**src/rtl/and_outputs_pkg_hdl.sv**
```systemverilog
// rtl/and_outputs_pkg_hdl.sv - shared types and defaults for the AND result responder (option: AND_OUTPUTS_PARITY_EN)
package and_outputs_pkg_hdl;

    localparam int DEFAULT_WIDTH = 1;
    localparam int DEFAULT_DEPTH = 4;
    localparam int DEFAULT_CNT_W = 16;

`ifdef AND_OUTPUTS_PARITY_EN
    localparam int PAR_W = 1;
`else
    localparam int PAR_W = 0;
`endif

    // Occupancy-tracking states of the result buffer
    typedef enum logic [1:0] {
        EMPTY = 2'd0,
        HOLD  = 2'd1,
        FULL  = 2'd2
    } state_t;

    // Result entry at the default width; FIFO entries use the same {par, data} order at any WIDTH
    typedef struct packed {
`ifdef AND_OUTPUTS_PARITY_EN
        logic                     par;
`endif
        logic [DEFAULT_WIDTH-1:0] data;
    } result_t;

endpackage

```
**src/rtl/and_outputs_fifo.sv**
```systemverilog
// rtl/and_outputs_fifo.sv - result buffer with level-based full/empty and a registered head
module and_outputs_fifo
#(
    parameter int W     = 1,
    parameter int DEPTH = 4
)
(
    input  logic                     i_clock,
    input  logic                     i_reset,
    input  logic                     i_push,
    input  logic                     i_pop,
    input  logic                     i_flush,
    input  logic [W-1:0]             i_data,
    output logic [W-1:0]             o_head,
    output logic [$clog2(DEPTH):0]   o_level
);

    localparam int PTR_W = $clog2(DEPTH);
    localparam int LVL_W = PTR_W + 1;
    localparam logic [LVL_W-1:0] LVL_ONE  = LVL_W'(1);
    localparam logic [LVL_W-1:0] LVL_FULL = LVL_W'(DEPTH);

    logic [W-1:0]     r_mem [DEPTH];
    logic [PTR_W-1:0] r_wr_ptr;
    logic [PTR_W-1:0] r_rd_ptr;
    logic [LVL_W-1:0] r_level;
    logic [W-1:0]     r_head;

    logic             w_push;
    logic             w_pop;
    logic [PTR_W-1:0] w_rd_next;
    logic [W-1:0]     w_head_next;

    // A flush cycle swallows both operations; full/empty come only from the level
    assign w_push    = i_push && !i_flush && (r_level != LVL_FULL);
    assign w_pop     = i_pop && !i_flush && (r_level != '0);
    assign w_rd_next = r_rd_ptr + 1'b1;

    // Next head value: keeps o_head a plain register while still giving one-cycle latency
    always_comb begin
        w_head_next = r_head;
        if (w_pop) begin
            if (r_level > LVL_ONE) begin
                w_head_next = r_mem[w_rd_next];
            end else if (w_push) begin
                w_head_next = i_data;
            end
        end else if (w_push && (r_level == '0)) begin
            w_head_next = i_data;
        end
    end

    // Storage array: written at the tail on every accepted push
    always_ff @(posedge i_clock or negedge i_reset) begin
        if (!i_reset) begin
            for (int i = 0; i < DEPTH; i++) begin
                r_mem[i] <= '0;
            end
        end else if (w_push) begin
            r_mem[r_wr_ptr] <= i_data;
        end
    end

    // Pointers, level and head register
    always_ff @(posedge i_clock or negedge i_reset) begin
        if (!i_reset) begin
            r_wr_ptr <= '0;
            r_rd_ptr <= '0;
            r_level  <= '0;
            r_head   <= '0;
        end else if (i_flush) begin
            r_wr_ptr <= '0;
            r_rd_ptr <= '0;
            r_level  <= '0;
        end else begin
            r_head <= w_head_next;
            if (w_push) begin
                r_wr_ptr <= r_wr_ptr + 1'b1;
            end
            if (w_pop) begin
                r_rd_ptr <= w_rd_next;
            end
            if (w_push && !w_pop) begin
                r_level <= r_level + LVL_ONE;
            end else if (w_pop && !w_push) begin
                r_level <= r_level - LVL_ONE;
            end
        end
    end

    assign o_head  = r_head;
    assign o_level = r_level;

endmodule

```
**src/rtl/and_outputs_responder.sv**
```systemverilog
// rtl/and_outputs_responder.sv - AND operand responder with buffered results (option: AND_OUTPUTS_PARITY_EN adds o_out_par)
module and_outputs_responder
    import and_outputs_pkg_hdl::*;
#(
    parameter int WIDTH = DEFAULT_WIDTH,
    parameter int DEPTH = DEFAULT_DEPTH,
    parameter int CNT_W = DEFAULT_CNT_W
)
(
    input  logic                     i_clock,
    input  logic                     i_reset,
    input  logic                     i_in_valid,
    output logic                     o_in_ready,
    input  logic [WIDTH-1:0]         i_in_a,
    input  logic [WIDTH-1:0]         i_in_b,
    output logic                     o_out_valid,
    input  logic                     i_out_ready,
    output logic [WIDTH-1:0]         o_out_y,
`ifdef AND_OUTPUTS_PARITY_EN
    output logic                     o_out_par,
`endif
    input  logic                     i_flush,
    output logic [CNT_W-1:0]         o_txn_count,
    output logic [$clog2(DEPTH):0]   o_level
);

    localparam int ENTRY_W = WIDTH + PAR_W;
    localparam int LVL_W   = $clog2(DEPTH) + 1;
    localparam logic [LVL_W-1:0] LVL_ONE  = LVL_W'(1);
    localparam logic [LVL_W-1:0] LVL_LAST = LVL_W'(DEPTH - 1);

    state_t             r_state;
    state_t             w_state_next;
    logic               r_rdy_en;
    logic [CNT_W-1:0]   r_txn;

    logic               w_in_ready;
    logic               w_out_valid;
    logic               w_push;
    logic               w_pop;
    logic [WIDTH-1:0]   w_and;
    logic [ENTRY_W-1:0] w_entry;
    logic [ENTRY_W-1:0] w_head;
    logic [LVL_W-1:0]   w_level;

    assign w_and = i_in_a & i_in_b;

`ifdef AND_OUTPUTS_PARITY_EN
    assign w_entry   = {^w_and, w_and};
    assign o_out_par = w_head[WIDTH];
`else
    assign w_entry   = w_and;
`endif

    assign w_push = i_in_valid && w_in_ready;
    assign w_pop  = w_out_valid && i_out_ready && !i_flush;

    // Holds in_ready low until the first clock after reset release
    always_ff @(posedge i_clock or negedge i_reset) begin
        if (!i_reset) begin
            r_rdy_en <= 1'b0;
        end else begin
            r_rdy_en <= 1'b1;
        end
    end

    // FSM state register
    always_ff @(posedge i_clock or negedge i_reset) begin
        if (!i_reset) begin
            r_state <= EMPTY;
        end else begin
            r_state <= w_state_next;
        end
    end

    // FSM next state and handshake outputs; a full buffer never accepts, even alongside a pop
    always_comb begin
        w_state_next = r_state;
        w_out_valid  = (r_state != EMPTY);
        w_in_ready   = r_rdy_en && (r_state != FULL) && !i_flush;
        if (i_flush) begin
            w_state_next = EMPTY;
        end else begin
            case (r_state)
                EMPTY: begin
                    if (w_push) begin
                        w_state_next = HOLD;
                    end
                end
                HOLD: begin
                    if (w_push && !w_pop && (w_level == LVL_LAST)) begin
                        w_state_next = FULL;
                    end else if (w_pop && !w_push && (w_level == LVL_ONE)) begin
                        w_state_next = EMPTY;
                    end
                end
                FULL: begin
                    if (w_pop) begin
                        w_state_next = HOLD;
                    end
                end
                default: begin
                    w_state_next = EMPTY;
                end
            endcase
        end
    end

    // Accepted-transaction counter, saturating at all ones
    always_ff @(posedge i_clock or negedge i_reset) begin
        if (!i_reset) begin
            r_txn <= '0;
        end else if (w_push && (r_txn != '1)) begin
            r_txn <= r_txn + 1'b1;
        end
    end

    and_outputs_fifo #(
        .W     (ENTRY_W),
        .DEPTH (DEPTH)
    ) u_fifo (
        .i_clock (i_clock),
        .i_reset (i_reset),
        .i_push  (w_push),
        .i_pop   (w_pop),
        .i_flush (i_flush),
        .i_data  (w_entry),
        .o_head  (w_head),
        .o_level (w_level)
    );

    assign o_in_ready  = w_in_ready;
    assign o_out_valid = w_out_valid;
    assign o_out_y     = w_head[WIDTH-1:0];
    assign o_txn_count = r_txn;
    assign o_level     = w_level;

endmodule

```
**config.mk**
```make
export PLATFORM = sky130hd
export DESIGN_NAME = and_outputs_responder
export DESIGN_NICKNAME = d
export VERILOG_FILES = /design/src/rtl/and_outputs_pkg_hdl.sv /design/src/rtl/and_outputs_fifo.sv /design/src/rtl/and_outputs_responder.sv
export SDC_FILE = /design/constraint.sdc
export NUM_CORES = 1
export LEC_CHECK = 0
export BUFFER_PORTS_ARGS = -buffer_cell sky130_fd_sc_hd__buf_2
export CAP_MARGIN = 0
export CORE_MARGIN = 5
export CORE_UTILIZATION = 57
export DETAILED_ROUTE_END_ITERATION = 8
export GPL_ROUTABILITY_DRIVEN = 0
export PLACE_DENSITY = 0.81
export SYNTH_ARGS = -nofsm -noshare
export SYNTH_HDL_FRONTEND = slang
export SYNTH_SLANG_ARGS = --single-unit
```
**constraint.sdc**
```tcl
create_clock -name i_clock -period 3.6 [get_ports i_clock]
set_input_delay 0.36 -clock i_clock [delete_from_list [all_inputs] [get_ports i_clock]]
set_output_delay 0.36 -clock i_clock [all_outputs]
set_load 0.05 [all_outputs]
```
==> impl_metrics.toml, run 1 <==
[layout]
final_nets = 215
num-fill-cells = 247
multi_input_area_sq_um = 925
diodes = 0
register_area_sq_um = 776
fin_util_pct = 65.7
syn2layout_area_growth_pct = 13.3
stdcell_count = 232
drive_gt1_share_pct = 27.1

[timing]
fin_crit_sh_pct = 53.8
finalHoldViolations = 0
fin_ws_ns = 1.66
rsz0062_at_grt = "no"
clock-skew-final_ns = 0.00774
holdWs_ns = 0.0475
timing.fmax_mhz = 517
fin_crit_ns = 1.94
finalMaxSlewViolations = 0
relSlewSlack_pct = 55.5
tns_ns = 0
setup_viol = 0
worst_slew_pin_slew_ns = 0.668

[logic_synthesis]
yosys-top-cells-count = "dfrtp_1 (31), nand2_1 (19), xnor2_1 (15)"
synth_seq_cells = 31
yosysUniqueCellTypes = 43
synth.avg_cell_area_sq_um = 10.5
synth_edf_count = 0
synth.most_common_cell = "dfrtp_1"
yosys.area_share.adder_pct = 8.33
synth_top_family_by_area = "simple AND/OR/NAND/NOR gates"
synthMuxAreaShare_pct = 7.18
synth-compound-area-share_pct = 5.68
synth-xor-area-share_pct = 9.05
netlist_area_sq_um = 1740
syn_nets = 183
ys_seq_area_share_pct = 44.5
yosysTopAreaCellShare_pct = 44.5
synth_cells = 166
synthTopCellsByArea = "dfrtp_1 (45%), xnor2_1 (7.5%), ha_1 (7.2%)"
synth-simple-area-share_pct = 22.6
synth_top_area_cell = "dfrtp_1"
async_flop_share_pct = 100
ys.flop_type = "dfrtp_1"
ys_warn_count = 0

[worst_setup_path]
reg2reg_depth = 6
worstSetupPathDepth = 6
cp_slowest_stage_delay_ns = 0.43
crit_path_cell_trace = "inv_1 > ha_1 > nor2b_1 > nor3_2 > maj3_1 > a211oi_1"
crit_type = "reg -> reg"
worstPathArrival_ns = 2.18
cp_top_family = "adder cells"
cp-end-kind = "flip-flop"
path_buf_inv = 1
required_ns = 3.84
critPathLaunchType = "flip-flop"
crit_slowest_cell = "dfrtp_1"
cp_max_fo = 6

[clock_tree]
postCtsSetupRepairBufs = 0
cts_root_buf = "clkbuf_4"
numCtsBuffers = 5
clock_latency_ns = 0.33
clk_path_buf_depth = 2
cts_tree = "built"
htree_levels = 2
cts.sinks = 31
clkTransAtPathRegs_ns = 0.10
hold_buffers = 0
cts_resized = 0

[power_and_ir_drop]
seq_power_share_pct = 44.3
p_switching_uw = 397
power.density_nw_per_um2 = 505
switching_share_pct = 39.8
p_comb_share_pct = 32.2
p_int_uw = 600
clock_power_share_pct = 23.5
leakagePower_uw = 0.000947
peakVddDrop_v = 0.000395

[status]
status = "complete, no violations"

[route]
drtIter0Drc = 39
postRouteWirelength_um = 3360
detail_route.vias_per_cell = 5.57
dr.pass1.iters = 4
ant_nets = 0
wl_per_cell_um = 14.5
vias = 1293
drc_errors = 0

[global_route]
use_met3_pct = 4.44
grt.met1_usage_pct = 19.7
grt_pass1_vias = 1270
antenna_found_initial = 0
grt_max_degree = 32
grt-busiest-layer = "met2"
use_met2_pct = 29.6
overflow = 0
globalRouteTotalUtil_pct = 17.4
grt_pass1_wl_um = 5590

[floorplan]
die_h_um = 65.3
die_w_um = 65.3
core_sq_um = 3000
die_area_sq_um = 4260
rows = 20
io_pins = 29
start_util_pct = 58.0

[worst_hold_path]
hp-class = "in -> async"

[job]
drv_cap = 0

[place]
placed_cells = 224
dpl.hpwl_um = 2570
port_buffers = 28
preCtsSetupSlack_ns = 1.65
per-stage QoR:
step | cell area (sq um) | total power [uW]
3_5_place_dp | 1900 | 771
3_3_place_gp | 1900 | 757
6_report | 1970 | 997
4_1_cts | 1970 | 1010
2_1_floorplan | 1740 | 686
5_1_grt | 1970 | 1050
power groups by stage:
stage          Combinational [uW]  Clock, uW  Sequential [uW]
6_report                      321        234              441
5_1_grt                       344        257              449
4_1_cts                       324        242              441
3_5_place_dp                  323          0              447
3_3_place_gp                  312          0              444
2_1_floorplan                 122          0              564
worst paths after layout:
| check | from | end | slack [ns] |
|---|---|---|---|
| max | u_fifo.o_level[1] | u_fifo.o_level[1] | 1.66 |
| min in group i_clock | i_out_ready | r_state[1] | 0.20 |
| max in group asynchronous | i_reset | u_fifo.r_mem[3] | 3.11 |
| max reg2reg | u_fifo.o_level[1] | u_fifo.o_level[1] | 1.66 |
| min reg2reg | o_txn_count[10] | o_txn_count[10] | 0.50 |
| min | i_reset | r_state[0] | 0.05 |
flip-flops by register name, summed over array words and instances, names as in the netlist:
name and cells:
u_fifo.r_mem 4, r_rdy_en 1, u_fifo.o_head 1, u_fifo.o_level 3, u_fifo.r_wr_ptr 2, o_txn_count 16, r_state 2, u_fifo.r_rd_ptr 2
final cells by class:
| class | instances | share of cell area [%] |
|---|---|---|
| Timing Repair Buffer | 28 | 7.10 |
| Clock buffer | 8 | 3.49 |
| Sequential cell | 31 | 39.3 |
| Tap cell | 33 | 2.09 |
| Multi-Input combinational cell | 126 | 46.9 |
| Inverter | 6 | 1.14 |
logic make-up (layout without fill, tap and decap cells):
family                     Yosys count  count (layout)
other                                1               1
buffers and inverters                9              42
AOI/OAI and AO/OA                   15              15
xor gates and xnor gates            18              18
DFF                                 31              31
muxes                               10              10
adders and majority gates           12              12
and+or+nand+nor                     70              70
placed cells by master (no fill, tap or decap), types with 2 or more instances in the layout:
master    instances
a211oi_1          3
a21oi_1           3
and3_1            4
buf_2            28
clkbuf_4          5
clkbuf_8          2
dfrtp_1          31
ha_1             10
inv_1             6
maj3_1            2
mux2_2            6
mux2i_1           2
nand2_1          19
nand3_1          11
nand4_1           4
nand4_2           2
nor2_1           14
o21ai_0           3
or2_2             2
xnor2_1          15
xor2_1            3
layer usage:
| metal | up-vias | share of wire [%] |
|---|---|---|
| met4 | 0 | 2.9 |
| met3 | 11 | 4.5 |
| met1 | 614 | 44 |
| li1 | 639 | - |
| met5 | - | 0 |
| met2 | 29 | 49 |
(Power assumes the default switching activity.)
==> inputs of run 2 (changes only) <==
--- a/config.mk
+++ b/config.mk
@@ -5,13 +5,14 @@
 export SDC_FILE = /design/constraint.sdc
 export NUM_CORES = 1
 export LEC_CHECK = 0
+export ABC_AREA = 1
 export BUFFER_PORTS_ARGS = -buffer_cell sky130_fd_sc_hd__buf_2
 export CAP_MARGIN = 0
 export CORE_MARGIN = 5
-export CORE_UTILIZATION = 57
+export CORE_UTILIZATION = 56
 export DETAILED_ROUTE_END_ITERATION = 8
 export GPL_ROUTABILITY_DRIVEN = 0
-export PLACE_DENSITY = 0.81
+export PLACE_DENSITY = 0.79
 export SYNTH_ARGS = -nofsm -noshare
 export SYNTH_HDL_FRONTEND = slang
 export SYNTH_SLANG_ARGS = --single-unit
==> constraint.sdc (replaced) <==
create_clock -name i_clock -period 1.9 [get_ports i_clock]
set_input_delay 0.19 -clock i_clock [delete_from_list [all_inputs] [get_ports i_clock]]
set_output_delay 0.19 -clock i_clock [all_outputs]
set_load 0.05 [all_outputs]
==> run 2 against run 1 <==
Against the previous run: final cell count grew 44%; global-route usage grew 1.8 points; register-to-register slack worse by 1.5 ns; sequential cell count unchanged; critical path depth is 2 higher; sequential share of layout area fell by 4.0 points; clock power increased by 140%; die area is 10% higher; sequential power increased by 99%; first-iteration DRC count grew to 2.9 times the previous value; synthesized area grew 9.8%; critical path type unchanged; critical endpoint is now o_txn_count[6]; largest cell class unchanged; largest power group unchanged; highest routed layer unchanged.
==> impl_metrics.toml, run 2 <==
[power_and_ir_drop]
total_power_uw = 2180
peakVddDrop_v = 0.000636
clock_power_share_pct = 25.3
p_int_uw = 1290
switching_share_pct = 40.6
power.density_nw_per_um2 = 991
leakagePower_uw = 0.00115
p_comb_share_pct = 34.4
seq_power_share_pct = 40.3
p_switching_uw = 884

[logic_synthesis]
synth_cells = 250
ys_warn_count = 0
synth.most_common_cell = "nand2_1"
synth-xor-area-share_pct = 5.95
synthTopCellsByArea = "dfrtp_1 (41%), nand2_1 (17%), ha_1 (6.5%)"
ys_seq_area_share_pct = 40.5
synthMuxAreaShare_pct = 0
synth_edf_count = 0
yosys-top-cells-count = "nand2_1 (87), dfrtp_1 (31), inv_1 (25)"
async_flop_share_pct = 100
synth_top_area_cell = "dfrtp_1"
synth_seq_cells = 31
yosysUniqueCellTypes = 24
synth-compound-area-share_pct = 6.87
ys.flop_type = "dfrtp_1"
synth.avg_cell_area_sq_um = 7.65
syn_nets = 267
synth-simple-area-share_pct = 33.6
yosys.area_share.adder_pct = 6.54
netlist_area_sq_um = 1910
yosysTopAreaCellShare_pct = 40.5
synth_top_family_by_area = "simple AND/OR/NAND/NOR gates"

[timing]
rsz0062_at_grt = "no"
finalMaxSlewViolations = 0
relSlewSlack_pct = 54.4
timing.fmax_mhz = 569
holdWs_ns = 0.121
worst_slew_pin_slew_ns = 0.684
finalHoldViolations = 0
fin_crit_ns = 1.76
clock-skew-final_ns = 0.0102
tns_ns = 0
fin_crit_sh_pct = 92.5
setup_viol = 0

[floorplan]
die_area_sq_um = 4690
start_util_pct = 57.8
io_pins = 29
rows = 21
die_h_um = 68.5
core_sq_um = 3310
die_w_um = 68.5

[route]
wl_per_cell_um = 11.6
detail_route.vias_per_cell = 5.04
drtIter0Drc = 113
drc_errors = 0
postRouteWirelength_um = 3860
vias = 1679
ant_nets = 0
dr.pass1.iters = 4

[global_route]
grt_max_degree = 32
antenna_found_initial = 0
globalRouteTotalUtil_pct = 19.1
grt_pass1_wl_um = 6630
overflow = 0
grt_pass1_vias = 1482

[worst_hold_path]
hold_depth = 2
hp-class = "in -> reg"
min_to = "u_fifo.r_wr_ptr[1]"
min_from = "i_flush"

[worst_setup_path]
worstPathArrival_ns = 2.02
required_ns = 2.16
critPathLaunchType = "flip-flop"
crit_type = "reg -> reg"
reg2reg_depth = 8
r2r-start = "o_txn_count[0]"
r2r-end = "o_txn_count[6]"
rrSetupSlack_ns = 0.14
cp_max_fo = 10
cp-end-kind = "flip-flop"

[layout]
final_common_cell = "nand2_1"
register_area_sq_um = 776
largest_reg_flops = 16
multi_input_area_sq_um = 1020
diodes = 0
num-fill-cells = 295
final_nets = 303
final_cell_mix = "nand2_1 (87), dfrtp_1 (31), buf_2 (28)"
syn2layout_area_growth_pct = 14.7
finish.instance_area_sq_um = 2190
drive_gt1_share_pct = 17.1

[place]
port_buffers = 28
dpl.hpwl_um = 2910
post_dp_cell_area_sq_um = 2100

[clock_tree]
clkTransAtPathRegs_ns = 0.10
postCtsSetupRepairBufs = 0
htree_levels = 2
numCtsBuffers = 5
clk_path_buf_depth = 2
cts.sinks = 31
cts_resized = 0
cts_root_buf = "clkbuf_4"
hold_buffers = 1
clock_latency_ns = 0.34
cts_tree = "built"

[job]
drv_cap = 0

[status]
status = "complete, no violations"
## run 2: changes by cell type in the layout (fill, tap and decap cells not counted), moves of 5 or more
| cell | change |
|---|---|
| inv_1 | +19 |
| mux2_2 | -6 |
| nand2_1 | +68 |
| nand3_1 | +7 |
| o21ai_0 | +9 |
| xnor2_1 | -5 |
## run 2: worst max-delay path by stage
| stage | startpoint | end | slack [ns] | cells past startpoint |
|---|---|---|---|---|
| after global routing | o_txn_count[0] | o_txn_count[6] | 0.02 | 8 |
| final | o_txn_count[0] | o_txn_count[6] | 0.14 | 8 |
| after CTS | o_txn_count[0] | o_txn_count[6] | 0.14 | 8 |
| after floorplan | o_txn_count[0] | o_txn_count[13] | 0.03 | 8 |
| after detailed placement | o_txn_count[0] | o_txn_count[6] | 0.16 | 8 |
| after global placement | o_txn_count[0] | o_txn_count[2] | 0.24 | 7 |
## run 2: kinds of logic after synthesis
| kind of cell | count (synthesis) |
|---|---|
| compound gates | 24 |
| buf+inv | 28 |
| other cells | 1 |
| fa+ha+maj | 10 |
| xor+xnor | 13 |
| simple gates | 143 |
| flops | 31 |
## run 2: power by group through the flow
stage | registers [uW] | clock network, uW | logic (uW)
4_1_cts | 875 | 561 | 754
6_report | 877 | 550 | 749
2_1_floorplan | 1100 | 0 | 358
5_1_grt | 890 | 583 | 836
3_3_place_gp | 882 | 0 | 740
3_5_place_dp | 888 | 0 | 749
## run 2: routing by layer
layer | GRT usage, % | up-vias | share of wire (%)
li1 | - | 878 | -
met1 | 26.7 | 770 | 51
met2 | 28.1 | 27 | 45
met3 | 3.94 | 4 | 3.6
met4 | 8.93 | 0 | 1.0
met5 | 0 | - | 0
## run 2: final cells by class
type,count,share of cell area [%]
multi-input cells,191,46.3
clock buffers,6,2.34
clock inverters,2,1.60
inverters,27,4.62
flip-flops and latches,31,35.3
well taps,46,2.62
repair buffers,30,7.18
## run 2: critical path: stages, from the launching register on
cell      delay [ns]
dfrtp_1         0.45
ha_1            0.29
nand3_2         0.15
nor3_4          0.19
nand3b_2        0.15
nand2_4         0.14
buf_4           0.18
nand2_1         0.06
o21ai_0         0.07
## run 2: metrics by stage
| stage | setup slack [ns] | util (%) | cells |
|---|---|---|---|
| 4_1_cts | 0.139 | 66.3 | 333 |
| 6_report | 0.142 | 66.3 | 333 |
| 5_1_grt | 0.0196 | 66.3 | 333 |
| 2_1_floorplan | 0.0289 | - | 250 |
| 3_3_place_gp | 0.244 | 63.4 | 324 |
| 3_5_place_dp | 0.163 | 63.4 | 324 |
